## src/rtl/instr_encoder.sv

```systemverilog
// instr_encoder: packs decoded MIPS fields (R/I/J) into 32-bit words, tags each
// word with a byte address and buffers it in a 2-entry FIFO for a memory writer.
// A start/done sequence bounds each program to PROG_LEN words.
// Optional macro ENC_CHECK_EN: reject fmt==3 and R-format bundles with a nonzero
// opcode (handshaken, not pushed, err pulses the cycle after acceptance).
module instr_encoder #(
  parameter logic [31:0] BASE_ADDR = 32'h0000_0000,
  parameter int          PROG_LEN  = 16,
  parameter int          ADDR_W    = 32
) (
  input  logic              clk,
  input  logic              rst,
  input  logic              start,
  input  logic              in_valid,
  output logic              in_ready,
  input  logic [1:0]        fmt,
  input  logic [5:0]        opcode,
  input  logic [4:0]        rs,
  input  logic [4:0]        rt,
  input  logic [4:0]        rd,
  input  logic [4:0]        shamt,
  input  logic [5:0]        funct,
  input  logic [15:0]       imm,
  input  logic [25:0]       target,
  output logic              out_valid,
  input  logic              out_ready,
  output logic [31:0]       out_instr,
  output logic [ADDR_W-1:0] out_addr,
  output logic              busy,
  output logic              done,
  output logic              err
);

  // 17 bits holds count up to and including 65535
  localparam int CNT_W = 17;
  localparam logic [CNT_W-1:0] LEN = CNT_W'(PROG_LEN);

  typedef enum logic [1:0] {S_IDLE, S_RUN, S_DONE} state_t;

  state_t            state;
  logic [ADDR_W-1:0] addr;
  logic [CNT_W-1:0]  count;
  logic [1:0]        occ;
  logic [31:0]       q_instr [2];
  logic [ADDR_W-1:0] q_addr  [2];
  logic [31:0]       enc_word;
  logic              bad, xfer, push, pop;

  // Format-directed packing; reserved fmt falls back to R layout
  always_comb begin
    enc_word = {opcode, rs, rt, rd, shamt, funct};
    case (fmt)
      2'd1:    enc_word = {opcode, rs, rt, imm};
      2'd2:    enc_word = {opcode, target};
      default: enc_word = {opcode, rs, rt, rd, shamt, funct};
    endcase
  end

`ifdef ENC_CHECK_EN
  assign bad = (fmt == 2'd3) || ((fmt == 2'd0) && (opcode != 6'd0));
`else
  assign bad = 1'b0;
`endif

  // Full queue blocks input even if the head drains this cycle
  assign in_ready  = (state == S_RUN) && (occ != 2'd2) && (count < LEN);
  assign xfer      = in_valid && in_ready;
  assign push      = xfer && !bad;
  assign out_valid = (occ != 2'd0);
  assign pop       = out_valid && out_ready;
  assign out_instr = q_instr[0];
  assign out_addr  = q_addr[0];
  assign busy      = (state == S_RUN);

  // Two-entry shift FIFO; slot 0 is the head and keeps its value when emptied
  always_ff @(posedge clk or posedge rst) begin
    if (rst) begin
      occ        <= 2'd0;
      q_instr[0] <= '0;
      q_instr[1] <= '0;
      q_addr[0]  <= '0;
      q_addr[1]  <= '0;
    end else begin
      case ({push, pop})
        2'b10: begin
          if (occ == 2'd0) begin
            q_instr[0] <= enc_word;
            q_addr[0]  <= addr;
          end else begin
            q_instr[1] <= enc_word;
            q_addr[1]  <= addr;
          end
          occ <= occ + 2'd1;
        end
        2'b01: begin
          if (occ == 2'd2) begin
            q_instr[0] <= q_instr[1];
            q_addr[0]  <= q_addr[1];
          end
          occ <= occ - 2'd1;
        end
        // push implies occ<2 and pop implies occ>0, so occ==1: replace head
        2'b11: begin
          q_instr[0] <= enc_word;
          q_addr[0]  <= addr;
        end
        default: ;
      endcase
    end
  end

  // Program sequencing, address/count tracking and status flags
  always_ff @(posedge clk or posedge rst) begin
    if (rst) begin
      state <= S_IDLE;
      addr  <= ADDR_W'(BASE_ADDR);
      count <= '0;
      done  <= 1'b0;
    end else begin
      case (state)
        S_RUN: begin
          if (push) begin
            addr  <= addr + ADDR_W'(4);
            count <= count + CNT_W'(1);
          end
          if ((count == LEN) && (occ == 2'd0)) begin
            state <= S_DONE;
            done  <= 1'b1;
          end
        end
        default: begin
          if (start) begin
            state <= S_RUN;
            addr  <= ADDR_W'(BASE_ADDR);
            count <= '0;
            done  <= 1'b0;
          end
        end
      endcase
    end
  end

`ifdef ENC_CHECK_EN
  // Rejection flag, one cycle after the rejected bundle's handshake
  always_ff @(posedge clk or posedge rst) begin
    if (rst) err <= 1'b0;
    else     err <= xfer && bad;
  end
`else
  assign err = 1'b0;
`endif

endmodule

```

## config.mk

```make
export PLATFORM = sky130hd
export DESIGN_NAME = instr_encoder
export DESIGN_NICKNAME = d
export VERILOG_FILES = /design/src/rtl/instr_encoder.sv
export SDC_FILE = /design/constraint.sdc
export NUM_CORES = 1
export LEC_CHECK = 0
export ABC_AREA = 1
export CORE_ASPECT_RATIO = 1.5
export CORE_MARGIN = 2
export CORE_UTILIZATION = 49
export DETAILED_ROUTE_END_ITERATION = 12
export HOLD_SLACK_MARGIN = 0.02
export MAX_ROUTING_LAYER = met4
export PLACE_DENSITY = 0.77
export RECOVER_POWER = 100
export SLEW_MARGIN = 20
export SYNTH_ARGS = -nofsm -noshare
export SYNTH_HDL_FRONTEND = slang
export SYNTH_SLANG_ARGS = --single-unit
```

## constraint.sdc

```tcl
create_clock -name clk -period 6.38 [get_ports clk]
set_input_delay 1.276 -clock clk [delete_from_list [all_inputs] [get_ports clk]]
set_output_delay 1.276 -clock clk [all_outputs]
set_load 0.05 [all_outputs]
```

==> impl_metrics.csv, run 1 <==
group,metric,value,unit
cells_and_area,drive_gt1_share,4.02,%
worst_setup_path,cp_top_family,"buffers and inverters",
sta,fin_worst_skew,0.00944,ns
worst_setup_path,cp.arrival,5.23,ns
clock_network,ctsResizeCount,0,
detailed_routing,vias_per_cell,5.35,
global_routing,antenna_found_initial,0,
clock_network,cts_sinks,175,
die,die_area,19500,um2
sta,fin_tns_setup,0,ns
die,initial_core_util,50.1,%
power_and_ir_drop,power.leakage,5.02,nW
logic_synthesis,synth.most_common_cell,"nand2_1",
global_routing,grt_pass1_vias,7429,
global_routing,grt_use_total,23.2,%
power_and_ir_drop,power_density,447,nW/um2
sta,finalHoldViolations,0,
logic_synthesis,yosysTopAreaCell,"dfrtp_1",
sta,max_slew_margin,-159,%
logic_synthesis,ys_types,29,
global_routing,grt_pass1_wl,35300,um
worst_setup_path,max_stage_delay,0.91,ns
flow_run,cap_violations,3,
die,rows,60,
die,core,17900,um2
power_and_ir_drop,clock_power_share,22.4,%
worst_setup_path,path_common_cell,"inv_1",
die,num_io_pins,150,
detailed_routing,first_pass_iters,5,
clock_network,post_cts_buffers,0,
global_routing,overflow,0,
worst_hold_path,hold_path.class,"register to register",
clock_network,cts_tree,"built",
logic_synthesis,syn_area_per_cell,7.77,um2
detailed_routing,route.detailed.drc,0,
cells_and_area,areaGrowthSynthToFinish,18.0,%
sta,finalMaxSlewViolations,173,
power_and_ir_drop,finalPower,4.75,mW
logic_synthesis,yosys.area.top_type_share,48.7,%
worst_setup_path,critPathLaunchType,"input port",
logic_synthesis,ys_ff_latch,175,
worst_setup_path,crit_fanout,63,
logic_synthesis,yosys_warnings,0,
logic_synthesis,async_flop_share,100,%
power_and_ir_drop,switching_share,44.1,%
worst_setup_path,crit_path_top_delay_cell,"nor2_1",
clock_network,clockBufferDepth,2,
detailed_routing,num_vias,7684,
cells_and_area,n_antenna_cell,0,
logic_synthesis,synthFlopType,"dfrtp_1",
clock_network,htreeDepth,4,
power_and_ir_drop,p_sw,2.09,mW
outcome,status,"finished, violations left",
logic_synthesis,synth_area_leaders,"dfrtp_1, nand2_1, o21ai_0",
logic_synthesis,synth_cells,1158,
sta,worst_pin_slew,3.87,ns
cells_and_area,fill_cells,1581,
clock_network,numCtsBuffers,17,
worst_setup_path,critPathRequiredTime,6.68,ns
clock_network,clk_latency,0.43,ns
global_routing,grt_max_degree,109,
sta,rsz0062_at_grt,"false",
clock_network,root_buffer,"clkbuf_16",
power_and_ir_drop,pwr-share-comb,43.6,%
detailed_routing,final_antenna_net_count,0,
placed_design,hpwl,14800,um
worst_setup_path,worstSetupPathType,"input port to register",
die,fp.dieH,170,um
worst_setup_path,crit_chain,"clkdlybuf4s50_1, nand4_1, clkbuf_1, inv_1, ha_1, inv_1, nor2_1, inv_4, nand3_4, buf_4, a21oi_1, o21ai_0, nand2_1",
sta,setup_viol,0,
worst_setup_path,cp_num_buf_inv,6,
power_and_ir_drop,p_int,2.65,mW
sta,layout_worst_path_cycle_share,77.3,%
placed_design,place_congestion,0.955,
logic_synthesis,seq_area_frac_synth,48.7,%
placed_design,numPortBuffers,146,
clock_network,clk_pin_slew,0.06,ns
die,fp.dieW,115,um
logic_synthesis,ys_top_cells_by_count,"nand2_1, dfrtp_1, o21ai_0",
clock_network,cts_hold_buffers,0,
logic_synthesis,netlist_area,8990,um2
sta,fin_crit,4.93,ns
detailed_routing,routed_wl,21300,um
logic_synthesis,synth_edf_count,0,
worst_setup_path,endpoint_kind,"register",
sta,fmax,203,MHz
outcome,violations,"capacitance limit, slew limit",
detailed_routing,drt-initial-drc-count,564,
power_and_ir_drop,irDropWorstVdd,0.000322,V
detailed_routing,wl_per_cell,14.9,um
power_and_ir_drop,power_frac_seq,34.0,%
cells_and_area,layout.nets,1296,
-- final cells by class --
type | instances | area [um2] | share of cell area, %
multi-input combinational | 783 | 3550 | 33.4
clock buffer | 22 | 484 | 4.56
inverter | 76 | 290 | 2.73
clock inverter | 10 | 125 | 1.18
timing repair buffer | 154 | 1510 | 14.3
sequential | 175 | 4380 | 41.3
tap | 217 | 272 | 2.56
-- layer usage --
metal	track usage, %	routed length, um	vias up	part of all wire [%]
met5	-	0	-	0
met4	8.01	526	0	2.5
met3	4.59	1140	39	5.3
met2	40.0	11000	245	52
met1	27.0	8680	3626	41
li1	-	-	3774	-
-- cells in the final DEF (no fill, tap or decap), drive strengths merged, types with 10 or more instances in the layout --
master         instances
nand4                 26
clkbuf                24
nor2                  92
nand2                353
a21oi                 11
nand3                 82
clkdlybuf4s50         78
a22oi                 10
o21ai                176
inv                   77
dfrtp                175
dlygate4sd3           68
-- cell families after synthesis --
logic type | after synthesis | synth area share [%]
and+or+nand+nor | 561 | 25.9
AOI/OAI and AO/OA | 204 | 11.8
buffers and inverters | 202 | 11.7
DFF | 175 | 48.7
adders and majority gates | 8 | 1.11
xor gates and xnor gates | 7 | 0.682
other | 1 | 0.0417
-- per-stage QoR --
stage	setup slack [ns]	util, %	cell area [um2]	hold slack, ns	cells
finish	1.45	59.2	10600	0.476	1437
global route	1.07	59.2	10600	0.497	1437
CTS	2.61	59.3	10600	0.480	1437
detailed placement	2.18	55.9	10000	0.462	1405
global placement	2.27	55.9	10000	0.456	1405
floorplan	0.359	-	9000	0.444	1160
-- power groups by stage --
stage               combinational [mW]  clock, mW  sequential, mW
floorplan                         1.83          0            1.57
global placement                  2.11          0            1.63
detailed placement                2.15          0            1.64
CTS                               2.17       1.08            1.62
global route                      2.28       1.13            1.65
finish                            2.07       1.06            1.61
-- flip-flops by register name, indices dropped and copies added, names as in the netlist --
signal	count
out_addr	30
addr	30
count	17
occ	2
q_addr	30
state	1
q_instr	32
done	1
out_instr	32
-- tightest hold or removal path: stages (launching register included) --
cell     delay (ns)
dfrtp_1        0.34
nand2_1        0.05
o21ai_0        0.06
-- worst paths after layout --
| kind | startpoint | endpoint | slack (ns) | cells past startpoint |
|---|---|---|---|---|
| max | in_valid | out_instr[17] | 1.45 | 13 |
| max reg2reg | done | out_instr[17] | 1.84 | 15 |
| max in group asynchronous | rst | out_instr[21] | 2.05 | 3 |
| min reg2reg | out_instr[5] | out_instr[5] | 0.48 | 2 |
| min in group asynchronous | rst | done | 2.45 | 2 |
| min | out_instr[5] | out_instr[5] | 0.48 | 2 |
(Power assumes the default switching activity.)
==> inputs of run 2 (changes only) <==
Settings changed: CORE_UTILIZATION 49 to 54, PLACE_DENSITY 0.77 to 0.81.
Clock period 6.38 ns to 4.6 ns, I/O delays scaled along.
==> run 2 against run 1 <==
Compared with the run above: cell area up 0.34%; cell count down 0.35%; non-clock buffer count up 6; register-to-register slack worse by 0.84 ns; largest power group unchanged; via count up 1.1%; sequential power up 39%; largest cell class unchanged; the run still ends with capacitance limit, slew limit left.
==> impl_metrics.csv, run 2 (same netlist as run 1, synthesis figures left out) <==
group,metric,value,unit
sta,setup_viol,0,
cells_and_area,final_common_cell,"nand2_1",
cells_and_area,areaGrowthSynthToFinish,18.4,%
sta,finalMaxSlewViolations,202,
worst_setup_path,timing.reg2reg.worst_path_depth,11,
sta,fmax,274,MHz
power_and_ir_drop,power_density,627,nW/um2
detailed_routing,drt-initial-drc-count,543,
clock_network,clk_pin_slew,0.07,ns
die,rows,57,
global_routing,overflow,0,
power_and_ir_drop,power.leakage,5.06,nW
global_routing,antenna_found_initial,0,
clock_network,htreeDepth,4,
clock_network,numCtsBuffers,17,
detailed_routing,first_pass_iters,6,
cells_and_area,layout_common_cells,"nand2_1, dfrtp_1, o21ai_0",
placed_design,pre_cts_slack,1.13,ns
die,initial_core_util,55.3,%
cells_and_area,n_antenna_cell,0,
die,fp.dieW,109,um
placed_design,numPortBuffers,146,
clock_network,clockBufferDepth,2,
sta,fin_worst_skew,0.0127,ns
worst_hold_path,hold_path.class,"register to register",
power_and_ir_drop,finalPower,6.68,mW
detailed_routing,wl_per_cell,15.6,um
clock_network,cts_hold_buffers,0,
detailed_routing,final_antenna_net_count,0,
worst_setup_path,reg2reg_slack,1.00,ns
global_routing,grt_use_total,26.5,%
die,core,16300,um2
sta,layout_worst_path_cycle_share,79.2,%
worst_hold_path,holdPathEnd,"q_instr[6]",
cells_and_area,drive_gt1_share,3.92,%
detailed_routing,route.detailed.drc,0,
power_and_ir_drop,irDropWorstVdd,0.000429,V
worst_hold_path,min_path_cells,2,
worst_setup_path,crit_fanout,108,
worst_setup_path,worstSetupPathType,"input port to register",
flow_run,cap_violations,4,
die,die_area,17700,um2
placed_design,place_congestion,0.951,
clock_network,clk_latency,0.43,ns
sta,layout_setup_ws,0.955,ns
detailed_routing,vias_per_cell,5.43,
sta,fin_tns_setup,0,ns
clock_network,cts_sinks,175,
placed_design,hpwl,15700,um
detailed_routing,routed_wl,22400,um
die,fp.dieH,162,um
sta,finalHoldViolations,0,
clock_network,root_buffer,"clkbuf_16",
detailed_routing,num_vias,7769,
outcome,violations,"capacitance limit, slew limit",
sta,worst_pin_slew,1.87,ns
die,num_io_pins,150,
clock_network,ctsResizeCount,0,
worst_setup_path,critPathLaunchType,"input port",
global_routing,grt_pass1_vias,7630,
sta,fin_crit,3.64,ns
worst_hold_path,hp-start,"q_instr[6]",
cells_and_area,layout.nets,1302,
cells_and_area,post-route-util,65.5,%
global_routing,grt_max_degree,109,
worst_setup_path,critPathRequiredTime,4.88,ns
global_routing,grt_pass1_wl,36100,um
sta,rsz0062_at_grt,"false",
clock_network,cts_tree,"built",
outcome,status,"finished, violations left",
sta,max_slew_margin,-24.9,%
worst_setup_path,r2r-start,"done",
sta,hold-worst-slack,0.476,ns
worst_setup_path,r2r-end,"q_instr[29]",
clock_network,post_cts_buffers,0,
worst_setup_path,cp.arrival,3.93,ns
worst_setup_path,endpoint_kind,"register",
run 2: cell types whose count changed in the layout (fill, tap and decap cells not counted), moves of 3 or more:
| cell | change |
|---|---|
| clkbuf_8 | -4 |
| inv_8 | +4 |
| clkbuf_1 | +3 |
| inv_1 | +3 |
run 2: layout make-up:
cell class	count	area, um2
multi-input cells	783	3560
clock inverters	15	191
repair buffers	160	1550
fillers	1392	5610
clock buffers	17	425
well taps	206	258
inverters	76	289
flip-flops and latches	175	4380
run 2: layer usage:
layer,part of all wire (%),vias up,track usage [%]
li1,-,3781,-
met3,5.1,47,4.25
met4,2.7,0,10.3
met2,53,238,46.3
met1,39,3703,30.0
met5,0,-,-
run 2: worst max-delay path: stages:
cell             delay [ns]
clkdlybuf4s50_1        0.47
nand4_1                0.15
inv_1                  0.18
ha_1                   0.17
inv_1                  0.08
nor2_8                 0.30
inv_4                  0.06
clkbuf_2               0.97
o21ai_0                0.62
run 2: report_power, final:
group | switching [mW] | leakage (nW) | internal (mW)
registers | 0.255 | 2.30 | 1.98
logic | 2.09 | 2.45 | 0.861
clock network | 0.672 | 0.297 | 0.831
total | 3.01 | 5.06 | 3.67
run 2: how the worst max path moves through the flow:
| stage | startpoint | end | slack [ns] | depth (start not counted) |
|---|---|---|---|---|
| 6_report | in_valid | q_instr[29] | 0.96 | 9 |
| 5_1_grt | rst | out_instr[4] | 0.56 | 3 |
| 4_1_cts | done | busy | 1.22 | 5 |
| 3_5_place_dp | in_valid | out_instr[4] | 1.13 | 9 |
| 3_3_place_gp | in_valid | out_instr[11] | 1.22 | 9 |
| 2_1_floorplan | rst | addr[10] | 1.44 | 1 |
run 2: stage by stage:
step                      area [um2]  std cells
final                          10700       1432
after global routing           10700       1432
after CTS                      10700       1432
after detailed placement       10100       1400
after global placement         10100       1400
after floorplan                 9000       1160
